===== src/rtl/frame_bank_scheduler.sv =====
// Ping-pong scheduler: grants empty banks to the pipeline and hands full banks to the transfer engine in write order.
// Latency: request or done sampled at edge N is acted on at edge N+1; start pulses are registered.
// Backpressure: requests wait while no bank is EMPTY; extra requests while one is pending are counted and dropped.
module frame_bank_scheduler #(
    parameter int CNT_W   = 8,
    parameter int FRAME_W = 16
) (
    input  logic               clk,
    input  logic               rst,
    input  logic               frame_req,
    output logic               pipe_start,
    input  logic               pipe_frame_done,
    output logic               wr_bank,
    output logic               xfer_start,
    input  logic               xfer_done,
    output logic               rd_bank,
    output logic [1:0]         bank_full,
    output logic               busy,
    output logic [FRAME_W-1:0] frame_cnt,
    output logic [CNT_W-1:0]   overrun_cnt,
    output logic               proto_err
);

    typedef enum logic [1:0] {B_EMPTY, B_FILLING, B_FULL, B_DRAINING} bank_st_e;
    typedef enum logic {W_IDLE, W_RUN} w_state_e;
    typedef enum logic {R_IDLE, R_RUN} r_state_e;

    bank_st_e           bank_st_q [2];
    bank_st_e           bank_st_d [2];
    w_state_e           w_state_q, w_state_d;
    r_state_e           r_state_q, r_state_d;
    logic               pending_q, pending_d;
    logic               last_wr_q, last_wr_d;
    logic               wr_bank_q, wr_bank_d;
    logic               rd_bank_q, rd_bank_d;
    logic               pipe_start_q, pipe_start_d;
    logic               xfer_start_q, xfer_start_d;
    logic [FRAME_W-1:0] frame_cnt_q, frame_cnt_d;
    logic [CNT_W-1:0]   overrun_cnt_q, overrun_cnt_d;
    logic               proto_err_q, proto_err_d;
    logic               wr_pick, rd_pick, grant;

    always_comb begin
        bank_st_d[0]  = bank_st_q[0];
        bank_st_d[1]  = bank_st_q[1];
        w_state_d     = w_state_q;
        r_state_d     = r_state_q;
        pending_d     = pending_q;
        last_wr_d     = last_wr_q;
        wr_bank_d     = wr_bank_q;
        rd_bank_d     = rd_bank_q;
        pipe_start_d  = 1'b0;
        xfer_start_d  = 1'b0;
        frame_cnt_d   = frame_cnt_q;
        overrun_cnt_d = overrun_cnt_q;
        proto_err_d   = proto_err_q;
        grant         = 1'b0;

        // Alternate banks when possible; fall back to the same bank if the other is still occupied.
        wr_pick = (bank_st_q[~last_wr_q] == B_EMPTY) ? ~last_wr_q : last_wr_q;
        if (bank_st_q[0] == B_FULL && bank_st_q[1] == B_FULL) begin
            rd_pick = ~last_wr_q;
        end else begin
            rd_pick = (bank_st_q[0] == B_FULL) ? 1'b0 : 1'b1;
        end

        case (w_state_q)
            W_IDLE: begin
                if (pipe_frame_done) begin
                    proto_err_d = 1'b1;
                end
                if (pending_q && (bank_st_q[0] == B_EMPTY || bank_st_q[1] == B_EMPTY)) begin
                    grant              = 1'b1;
                    wr_bank_d          = wr_pick;
                    last_wr_d          = wr_pick;
                    pipe_start_d       = 1'b1;
                    bank_st_d[wr_pick] = B_FILLING;
                    w_state_d          = W_RUN;
                end
            end
            default: begin
                if (pipe_frame_done) begin
                    bank_st_d[wr_bank_q] = B_FULL;
                    frame_cnt_d          = frame_cnt_q + FRAME_W'(1);
                    w_state_d            = W_IDLE;
                end
            end
        endcase

        case (r_state_q)
            R_IDLE: begin
                if (xfer_done) begin
                    proto_err_d = 1'b1;
                end
                if (bank_st_q[0] == B_FULL || bank_st_q[1] == B_FULL) begin
                    rd_bank_d          = rd_pick;
                    xfer_start_d       = 1'b1;
                    bank_st_d[rd_pick] = B_DRAINING;
                    r_state_d          = R_RUN;
                end
            end
            default: begin
                if (xfer_done) begin
                    bank_st_d[rd_bank_q] = B_EMPTY;
                    r_state_d            = R_IDLE;
                end
            end
        endcase

        // The grant consumes the pending request before this cycle's request is captured.
        pending_d = pending_q & ~grant;
        if (frame_req) begin
            if (pending_d) begin
                if (overrun_cnt_q != '1) begin
                    overrun_cnt_d = overrun_cnt_q + CNT_W'(1);
                end
            end else begin
                pending_d = 1'b1;
            end
        end
    end

    always_ff @(posedge clk) begin
        if (rst) begin
            bank_st_q[0]  <= B_EMPTY;
            bank_st_q[1]  <= B_EMPTY;
            w_state_q     <= W_IDLE;
            r_state_q     <= R_IDLE;
            pending_q     <= 1'b0;
            last_wr_q     <= 1'b1;
            wr_bank_q     <= 1'b0;
            rd_bank_q     <= 1'b0;
            pipe_start_q  <= 1'b0;
            xfer_start_q  <= 1'b0;
            frame_cnt_q   <= '0;
            overrun_cnt_q <= '0;
            proto_err_q   <= 1'b0;
        end else begin
            bank_st_q[0]  <= bank_st_d[0];
            bank_st_q[1]  <= bank_st_d[1];
            w_state_q     <= w_state_d;
            r_state_q     <= r_state_d;
            pending_q     <= pending_d;
            last_wr_q     <= last_wr_d;
            wr_bank_q     <= wr_bank_d;
            rd_bank_q     <= rd_bank_d;
            pipe_start_q  <= pipe_start_d;
            xfer_start_q  <= xfer_start_d;
            frame_cnt_q   <= frame_cnt_d;
            overrun_cnt_q <= overrun_cnt_d;
            proto_err_q   <= proto_err_d;
        end
    end

    assign pipe_start   = pipe_start_q;
    assign xfer_start   = xfer_start_q;
    assign wr_bank      = wr_bank_q;
    assign rd_bank      = rd_bank_q;
    assign bank_full[0] = (bank_st_q[0] == B_FULL) || (bank_st_q[0] == B_DRAINING);
    assign bank_full[1] = (bank_st_q[1] == B_FULL) || (bank_st_q[1] == B_DRAINING);
    assign busy         = (w_state_q != W_IDLE) || (r_state_q != R_IDLE) || pending_q;
    assign frame_cnt    = frame_cnt_q;
    assign overrun_cnt  = overrun_cnt_q;
    assign proto_err    = proto_err_q;

endmodule


===== config.mk =====
export PLATFORM = sky130hd
export DESIGN_NAME = frame_bank_scheduler
export DESIGN_NICKNAME = d
export VERILOG_FILES = /design/src/rtl/frame_bank_scheduler.sv
export SDC_FILE = /design/constraint.sdc
export NUM_CORES = 1
export LEC_CHECK = 0
export ABC_AREA = 1
export CAP_MARGIN = 20
export CELL_PAD_IN_SITES_DETAIL_PLACEMENT = 1
export CELL_PAD_IN_SITES_GLOBAL_PLACEMENT = 2
export CORE_MARGIN = 3
export CORE_UTILIZATION = 25
export DETAILED_ROUTE_END_ITERATION = 16
export GPL_TIMING_DRIVEN = 0
export PLACE_DENSITY_LB_ADDON = 0.2
export SLEW_MARGIN = 40
export SYNTH_ARGS = -nofsm -noshare
export SYNTH_HDL_FRONTEND = slang
export SYNTH_SLANG_ARGS = --single-unit
export TNS_END_PERCENT = 30

===== constraint.sdc =====
create_clock -name clk -period 1.4 [get_ports clk]
set_clock_uncertainty 0.2 [all_clocks]
set_input_delay 0.14 -clock clk [delete_from_list [all_inputs] [get_ports clk]]
set_output_delay 0.14 -clock clk [all_outputs]
set_load 0.01 [all_outputs]

==> results.py, run 1 <==
metrics = {
    "power_and_ir_drop": {
        "ir_worst_vdd_uv": 373.3,
        "p_per_area_mw_per_mm2": 861.2,
        "leakagePower_uw": 0.001156,
    },
    "clock_network": {
        "clkTransAtPathRegs_ps": 80,
        "cts_hold_buf": 0,
        "htreeDepth": 2,
        "cts_buffers": 5,
        "clk_latency_ps": 290,
        "clock_path_buffers": 2,
        "root_buffer": "clkbuf_8",
        "clock-sinks": 37,
        "cts_tree": "yes",
    },
    "yosys": {
        "synth_edf_count": 0,
        "synth.area.top_cells": "dfxtp_1 (40%), nand2_1 (11%), inv_1 (7.1%), a21oi_1 (7.0%), nor2_1 (5.4%)",
        "yosysMostFrequentCell": "nand2_1",
        "synth_top_cell_area_share_pct": 39.78,
        "synthDistinctLibCells": 34,
        "synth.largest_area_cell": "dfxtp_1",
        "dominantRegCellSynth": "dfxtp_1",
        "yosysSeqAreaShare_pct": 39.78,
        "postSynthCellCount": 268,
        "syn-num-nets": 275,
        "synth_warnings": 0,
        "synth-seq-cells": 37,
        "avgSynthCellArea_um2": 6.947,
        "synthArstFlopShare_pct": 0,
        "syn-cell-area_mm2": 0.001862,
        "synth_common_cells": "nand2_1 (57), dfxtp_1 (37), inv_1 (35)",
    },
    "critical_path": {
        "endpoint_kind": "register",
        "critPathSlowestCell": "dfxtp_4",
        "r2r-start": "frame_cnt[0]",
        "cp_top_family": "simple AND/OR/NAND/NOR gates",
        "cp.buffers_inverters": 0,
        "path_class": "register to register",
        "cp_max_fo": 4,
        "rrSetupSlack_ps": -120,
        "cp-start-kind": "register",
        "crit_top_cell": "nand2_2",
        "path_cells": "ha_4 -> nand2_2 -> nor2_1 -> nand3_1 -> nor2_4 -> nand2_2 -> nor2_2 -> nor3b_2",
        "cpPeakStageDelay_ps": 380,
        "crit_start": "frame_cnt[0]",
        "required_ps": 1380,
        "worstPathArrival_ps": 1500,
    },
    "placement": {
        "hpwl_um": 3952,
        "portBuffers": 35,
        "gp_congestion": 0.6836,
        "pre_cts_ws_ps": -364.5,
    },
    "sta": {
        "fin_tns_setup_ps": -1315,
        "finalMaxSlewViolations": 0,
        "fmax_mhz": 656.6,
        "finalCriticalPeriod_ps": 1523,
        "finalCritPeriodShare_pct": 108.8,
        "whs_ps": 79.47,
        "slew_headroom_pct": 54.49,
        "setup_ws_ps": -123.1,
        "setup_viol": 13,
        "hold_violations": 0,
        "rsz0062_at_grt": "yes",
        "tightest_slew_ps": 682.7,
    },
    "die": {
        "die_width_um": 92.30,
        "num_io_pins": 37,
        "start_util_pct": 26.52,
        "rows": 30,
        "die_h_um": 92.30,
        "dieArea_mm2": 0.008518,
        "fp.coreArea_mm2": 0.007019,
    },
    "hold_path": {
        "hold_class": "input port to register",
        "hp-start": "rst",
    },
    "routing": {
        "route.detailed.drc": 0,
        "drt_wl_total_um": 5390,
        "antenna_left": 0,
        "dr.pass1.iters": 3,
        "avgRoutedWirePerCell_um": 12.89,
        "drt-initial-drc-count": 45,
        "vias": 1866,
        "vias_per_cell": 4.464,
    },
    "finish": {
        "antennaDiodeCount": 0,
        "syn2layout_area_growth_pct": 45.36,
        "finalCoreUtilization_pct": 38.56,
        "drive_gt1_share_pct": 28.57,
        "largest_reg_flops": 16,
        "finish.net_count": 328,
        "fill_cells": 892,
    },
    "global_route": {
        "antenna_found_initial": 0,
        "grt_max_degree": 12,
        "grt_pass1_wl_um": 9266,
        "grt_pass1_vias": 1905,
        "track_usage_pct": 13.58,
        "gr-total-overflow": 0,
    },
    "job": {
        "cap_viol_max_count": 0,
    },
    "outcome": {
        "violations": "setup timing",
        "status": "finished with violations",
    },
}
==> cells by family (layout without fill, tap and decap cells) <==
family / Yosys count / count (layout) / share of synthesized area, %
xor+xnor: 5 / 5 / 2.352
compound gates: 51 / 51 / 15.12
simple gates: 126 / 126 / 31.45
buf+inv: 47 / 101 / 9.946
flops: 37 / 37 / 39.78
fa+ha+maj: 2 / 2 / 1.344
==> cell usage in the layout (no fill, tap or decap), types with 2 or more instances in the layout <==
master           instances
nand3_2                  8
o21ai_0                 10
nor2_4                   4
dlygate4sd2_1           30
or2_1                    2
inv_2                    5
nand3_4                  2
ha_4                     2
buf_6                    6
nand3_1                  9
nor2_1                  23
nand2_1                 48
a21oi_2                  5
nor3_1                   4
nand4_1                  3
buf_4                    7
inv_1                   33
dfxtp_2                 16
clkbuf_8                 6
o21ai_1                  9
nand2_2                 12
dfxtp_1                 17
a21oi_1                 21
clkdlybuf4s50_1          3
xor2_1                   4
clkbuf_1                 6
dfxtp_4                  4
nor2_2                   4
==> through the flow <==
stage	cells	instance area, µm²	power (µW)
finish	418	2706	2331
global route	418	2706	2460
CTS	414	2581	2362
detailed placement	399	2381	1356
global placement	399	2381	1355
floorplan	268	1911	1259
==> power by group <==
group | leakage, µW | total [µW] | switching (µW) | internal [µW]
logic | 0.000786 | 236 | 141 | 95.0
registers | 0.000311 | 1110 | 31.8 | 1080
clock network | 0.0000585 | 982 | 401 | 581
==> per-layer routing <==
layer,track usage (%),up-vias,wire length [µm]
li1,-,966,-
met1,17.04,869,2549
met2,22.87,24,2604
met3,3.249,7,160
met4,4.455,0,76
met5,0,-,0
==> path summary, 6_finish.rpt <==
path                            cells after the start             to
worst max-delay path                                8  frame_cnt[12]
worst min-delay path                                2  frame_cnt[12]
worst max register to register                      8  frame_cnt[12]
worst min register to register                      1   frame_cnt[3]
==> worst register-to-register path, stage by stage, from the launching register on <==
cell	delay [ps]
dfxtp_4	380
ha_4	140
nand2_2	50
nor2_1	80
nand3_1	110
nor2_4	190
nand2_2	90
nor2_2	120
nor3b_2	50
==> layout make-up <==
cell class | count | area [µm²] | area share, %
inverter | 40 | 156.4 | 5.779
clock buffer | 7 | 86.33 | 3.190
buffer | 7 | 35.03 | 1.294
tap | 96 | 120.1 | 4.438
clock inverter | 1 | 30.03 | 1.110
sequential | 37 | 775.7 | 28.66
multi-input combinational | 184 | 1096 | 40.50
timing repair buffer | 46 | 406.6 | 15.03
==> repair_timing <==
action | in CTS | in global routing
gates cloned | 0 | 0
pin swaps | 12 | 18
hold endpoints to repair | 0 | 0
resized for setup | 62 | 31
setup endpoints to repair | 56 | 31
setup buffers | 7 | 4
Power figures use the tool's default switching activity.
==> run 2: changes to the inputs <==
--- a/config.mk
+++ b/config.mk
@@ -9,6 +9,7 @@
 export CAP_MARGIN = 20
 export CELL_PAD_IN_SITES_DETAIL_PLACEMENT = 1
 export CELL_PAD_IN_SITES_GLOBAL_PLACEMENT = 2
+export CORE_ASPECT_RATIO = 1.25
 export CORE_MARGIN = 3
 export CORE_UTILIZATION = 25
 export DETAILED_ROUTE_END_ITERATION = 16
==> run 2 against run 1 <==
The run still ends with setup timing left. Non-clock buffer count fell by 1. Register-to-register slack worse by 40 ps. Clock power is 21% lower. Sequential power about the same. Total power is 9.0% lower. Largest power group unchanged.
==> results.py, run 2 (synthesized netlist as in run 1, its figures left out) <==
metrics = {
    "power_and_ir_drop": {
        "finalPower_uw": 2122,
        "p_per_area_mw_per_mm2": 796.6,
        "ir_worst_vdd_uv": 400.5,
        "p_comb_share_pct": 11.0,
        "pwr-share-seq_pct": 52.2,
        "p_switching_uw": 607.5,
        "leakagePower_uw": 0.001170,
        "p_sw_share_pct": 28.63,
        "clock_power_share_pct": 36.8,
        "p_int_uw": 1514,
    },
    "finish": {
        "finish.net_count": 327,
        "final_cell_mix": "nand2_1 (49), inv_1 (34), dlygate4sd2_1 (30), nor2_1 (22), a21oi_1 (22)",
        "final_common_cell": "nand2_1",
        "largest_reg_flops": 16,
        "antennaDiodeCount": 0,
        "drive_gt1_share_pct": 28.35,
        "syn2layout_area_growth_pct": 43.08,
        "fin_area_mm2": 0.002664,
    },
    "outcome": {
        "violations": "setup timing",
        "status": "finished with violations",
    },
    "sta": {
        "fmax_mhz": 639.6,
        "setup_ws_ps": -163.5,
        "finalCritPeriodShare_pct": 111.7,
        "setup_viol": 13,
        "tightest_slew_ps": 602.6,
        "hold_violations": 0,
        "slew_headroom_pct": 59.83,
        "rsz0062_at_grt": "yes",
        "finalMaxSlewViolations": 0,
        "finalCriticalPeriod_ps": 1563,
    },
    "routing": {
        "antenna_left": 0,
        "drt-initial-drc-count": 32,
        "vias_per_cell": 4.467,
        "vias": 1836,
        "drt_wl_total_um": 5442,
        "dr.pass1.iters": 3,
        "avgRoutedWirePerCell_um": 13.24,
        "route.detailed.drc": 0,
    },
    "critical_path": {
        "r2r-start": "overrun_cnt[0]",
        "cp-start-kind": "register",
        "path_cells": "ha_4 -> inv_2 -> nor2_4 -> a21boi_4 -> nand2_4 -> nand2_1 -> a21oi_2",
        "required_ps": 1350,
        "cp.buffers_inverters": 1,
        "worstPathArrival_ps": 1520,
        "cpPeakStageDelay_ps": 370,
        "cp_max_fo": 8,
        "endpoint_kind": "register",
        "crit_start": "overrun_cnt[0]",
        "path_class": "register to register",
        "cp_top_family": "flip-flops",
        "critPathSlowestCell": "dfxtp_4",
    },
    "clock_network": {
        "clk_latency_ps": 290,
        "clock_path_buffers": 2,
        "clkTransAtPathRegs_ps": 80,
        "cts_tree": "yes",
        "cts_buffers": 5,
        "htreeDepth": 2,
        "root_buffer": "clkbuf_8",
        "clock-sinks": 37,
    },
    "placement": {
        "dpl_cell_area_mm2": 0.002374,
        "hpwl_um": 3942,
        "portBuffers": 35,
        "gp_congestion": 0.7307,
    },
    "die": {
        "rows": 34,
        "start_util_pct": 26.21,
        "die_width_um": 83.19,
        "fp.coreArea_mm2": 0.007104,
        "dieArea_mm2": 0.008525,
        "num_io_pins": 37,
        "die_h_um": 102.5,
    },
    "hold_path": {
        "hp-start": "pipe_frame_done",
        "hold_class": "input port to register",
    },
    "global_route": {
        "grt_max_degree": 13,
        "track_usage_pct": 13.35,
        "gr-total-overflow": 0,
        "antenna_found_initial": 0,
        "grt_pass1_vias": 1838,
        "grt_pass1_wl_um": 9052,
    },
    "job": {
        "cap_viol_max_count": 0,
    },
}
[run 2: power groups by stage]
stage / Combinational, µW / Clock, µW / Sequential [µW]
2_1_floorplan: 125 / 0 / 1130
3_3_place_gp: 218 / 0 / 1130
3_5_place_dp: 219 / 0 / 1140
4_1_cts: 229 / 816 / 1110
5_1_grt: 267 / 852 / 1110
6_report: 234 / 780 / 1110
[run 2: cell type report]
cell class / instances / area, µm²
buffer: 7 / 35.03
clock buffer: 5 / 68.82
clock inverter: 3 / 17.52
fill: 885 / 4441
inverter: 40 / 156.4
multi-input combinational: 184 / 1079
sequential: 37 / 788.3
tap: 90 / 112.6
timing repair buffer: 45 / 406.6
[run 2: through the flow]
step                util [%]  setup TNS [ps]  hold slack (ps)  setup slack (ps)  std cells
floorplan                  -          -218.0            60.67            -46.12        268
global placement       33.41           -7769            245.3            -372.7        393
detailed placement     33.41           -7640            255.5            -374.8        393
CTS                    36.26           -1849            129.6            -172.7        410
global route           37.50           -3159            111.9            -243.0        411
finish                 37.50           -1528            69.08            -163.5        411
[run 2: layer usage]
layer / global-route usage [%] / share of wire, % / vias to the layer above
li1: - / - / 964
met2: 23.21 / 51 / 23
met3: 2.661 / 2.7 / 2
met1: 16.46 / 45 / 847
met5: 0 / 0 / -
met4: 4.906 / 0.83 / 0
[run 2: final timing paths]
kind / to / slack (ps) / cells past startpoint
hold reg to reg: frame_cnt[5] / 270 / 1
setup / recovery: overrun_cnt[6] / -160 / 7
setup reg to reg: overrun_cnt[6] / -160 / 7
hold / removal: w_state_q / 70 / 4
[run 2: worst register-to-register path: stages (launching register included)]
cell and delay, ps:
dfxtp_4 370, ha_4 160, inv_2 60, nor2_4 40
a21boi_4 280, nand2_4 150, nand2_1 100, a21oi_2 60
[run 2: timing repair]
item                       4_1_cts  5_1_grt
buffers inserted                 9        1
pin swaps                       15        9
hold buffers                     0        0
resized for setup               72       27
cloned                           0        0
hold endpoints to repair         0        0
setup endpoints to repair       55       28
==> run 3: changes to the inputs <==
--- a/config.mk
+++ b/config.mk
@@ -6,13 +6,14 @@
 export NUM_CORES = 1
 export LEC_CHECK = 0
 export ABC_AREA = 1
-export CAP_MARGIN = 20
+export CAP_MARGIN = 40
 export CELL_PAD_IN_SITES_DETAIL_PLACEMENT = 1
 export CELL_PAD_IN_SITES_GLOBAL_PLACEMENT = 2
 export CORE_ASPECT_RATIO = 1.25
 export CORE_MARGIN = 3
-export CORE_UTILIZATION = 25
+export CORE_UTILIZATION = 30
 export DETAILED_ROUTE_END_ITERATION = 16
+export DONT_BUFFER_PORTS = 1
 export GPL_TIMING_DRIVEN = 0
 export PLACE_DENSITY_LB_ADDON = 0.2
 export SLEW_MARGIN = 40
==> run 3 against run 2 <==
The run still ends with setup timing left. Clock power down 8.7%. Global-route usage grew 1.4 points. Hold slack improved by 25 ps. Cell count decreased by 10%. Sequential power about the same. Combinational power fell by 15%.
==> results.py, run 3 (synthesized netlist as in run 1, its figures left out) <==
metrics = {
    "sta": {
        "finalCritPeriodShare_pct": 112.4,
        "slew_headroom_pct": 59.99,
        "hold_violations": 0,
        "whs_ps": 93.60,
        "tightest_slew_ps": 600.2,
        "finalCriticalPeriod_ps": 1573,
        "setup_ws_ps": -173.0,
        "setup_viol": 17,
        "finalMaxSlewViolations": 0,
        "fin_tns_setup_ps": -1690,
        "rsz0062_at_grt": "yes",
        "fmax_mhz": 635.7,
    },
    "global_route": {
        "grt_pass1_vias": 1735,
        "track_usage_pct": 14.72,
        "grt_pass1_wl_um": 8362,
        "antenna_found_initial": 0,
        "grt_max_degree": 12,
        "gr-total-overflow": 0,
    },
    "critical_path": {
        "endpoint_kind": "register",
        "worstPathArrival_ps": 1590,
        "path_class": "register to register",
        "reg2reg_to": "frame_cnt[6]",
        "cpPeakStageDelay_ps": 400,
        "rrSetupSlack_ps": -170,
        "cp_max_fo": 5,
        "crit_cells": 8,
        "worstRegToRegCells": 8,
        "path_cells": "ha_4 -> buf_4 -> inv_2 -> nor3_4 -> nand2_2 -> o21ai_2 -> o21ai_1 -> nor2_1",
        "required_ps": 1410,
        "cp_top_family": "simple AND/OR/NAND/NOR gates",
        "r2r-start": "frame_cnt[1]",
        "cp-start-kind": "register",
        "critPathSlowestCell": "dfxtp_4",
        "cp.buffers_inverters": 2,
    },
    "routing": {
        "drt-initial-drc-count": 47,
        "route.detailed.drc": 0,
        "drt_wl_total_um": 5161,
        "vias": 1755,
        "dr.pass1.iters": 4,
        "avgRoutedWirePerCell_um": 14.02,
        "antenna_left": 0,
        "vias_per_cell": 4.769,
    },
    "clock_network": {
        "htreeDepth": 2,
        "clock-sinks": 37,
        "clkTransAtPathRegs_ps": 80,
        "cts_buffers": 5,
        "cts_tree": "yes",
        "clock_path_buffers": 2,
        "clk_latency_ps": 280,
        "root_buffer": "clkbuf_8",
    },
    "hold_path": {
        "hold_class": "input port to register",
        "hp-start": "pipe_frame_done",
        "hold_path_end": "frame_cnt[0]",
        "hold_path_depth": 3,
    },
    "finish": {
        "antennaDiodeCount": 0,
        "final_common_cell": "nand2_1",
        "syn2layout_area_growth_pct": 23.92,
        "multi_input_area_mm2": 0.001049,
        "seq_area_um2": 792.0,
        "drive_gt1_share_pct": 27.27,
        "final_cell_mix": "nand2_1 (53), inv_1 (34), a21oi_1 (26), nor2_1 (23), dfxtp_2 (17)",
        "largest_reg_flops": 16,
        "finish.net_count": 293,
        "fill_cells": 750,
    },
    "power_and_ir_drop": {
        "ir_worst_vdd_uv": 436.0,
        "p_per_area_mw_per_mm2": 876.3,
        "leakagePower_uw": 0.0008891,
    },
    "placement": {
        "pre_cts_ws_ps": -246.2,
        "portBuffers": 0,
        "gp_congestion": 0.7259,
        "hpwl_um": 3780,
    },
    "outcome": {
        "violations": "setup timing",
        "status": "finished with violations",
    },
    "die": {
        "start_util_pct": 31.58,
        "rows": 31,
        "die_width_um": 76.46,
        "die_h_um": 94.08,
        "dieArea_mm2": 0.007193,
        "fp.coreArea_mm2": 0.005896,
        "num_io_pins": 37,
    },
    "job": {
        "cap_viol_max_count": 0,
    },
}
==> run 3: changes by cell type in the layout (fill, tap and decap cells not counted), moves of 3 or more <==
cell / before / now
o21ai_1: 10 / 7
dlygate4sd3_1: 0 / 3
nand2_1: 49 / 53
dlygate4sd2_1: 30 / 0
a21oi_1: 22 / 26
nand3_2: 6 / 3
nand2_2: 10 / 6
a21oi_2: 4 / 0
nand3_1: 12 / 15
buf_6: 6 / 3
==> run 3: worst min-delay path, stage by stage <==
cell and delay (ps):
nand2_2 160, buf_6 180, a21oi_1 70
==> run 3: where the power goes <==
part | total [µW] | internal (µW) | leakage (µW) | switching (µW)
Sequential | 1110 | 1070 | 0.000315 | 40.4
Combinational | 198 | 71.4 | 0.000533 | 127
Clock | 712 | 339 | 0.0000410 | 373
==> run 3: how the worst max path moves through the flow <==
stage,startpoint,endpoint,slack [ps]
after CTS,frame_cnt[0],frame_cnt[14],-190
final,frame_cnt[1],frame_cnt[6],-170
after detailed placement,overrun_cnt[0],overrun_cnt[3],-250
after floorplan,frame_cnt[0],frame_cnt[14],-50
after global placement,overrun_cnt[0],overrun_cnt[5],-230
after global routing,frame_cnt[0],frame_cnt[8],-250
==> run 3: metrics by stage <==
stage | power, µW | cell area (µm²) | utilization, % | instances
2_1_floorplan | 1259 | 1911 | - | 268
3_3_place_gp | 1306 | 2013 | 34.15 | 350
3_5_place_dp | 1311 | 2013 | 34.15 | 350
4_1_cts | 2081 | 2202 | 37.35 | 365
5_1_grt | 2140 | 2307 | 39.13 | 368
6_report | 2022 | 2307 | 39.13 | 368
==> run 3: area by class of cell <==
type	instances	share of cell area, %
Buffer	7	1.518
Clock buffer	6	3.145
Clock inverter	1	0.2169
Inverter	40	6.670
Multi-Input combinational cell	184	45.44
Sequential cell	37	34.33
Tap cell	82	4.447
Timing Repair Buffer	11	4.230
==> run 3: repair_timing <==
item | CTS | global route
setup buffers | 5 | 3
pin swaps | 6 | 9
endpoints found under the hold margin | 8 | 0
hold buffers | 3 | 0
gates resized for setup | 19 | 32
endpoints found under the setup margin | 23 | 25
==> run 3: layer usage <==
| layer | global-route usage, % | share of wire [%] | vias to the layer above | wire, µm |
|---|---|---|---|---|
| li1 | - | - | 896 | - |
| met4 | 5.589 | 1.8 | 0 | 95 |
| met1 | 16.72 | 45 | 816 | 2321 |
| met5 | 0 | 0 | - | 0 |
| met3 | 4.607 | 5.0 | 8 | 258 |
| met2 | 25.81 | 48 | 35 | 2486 |
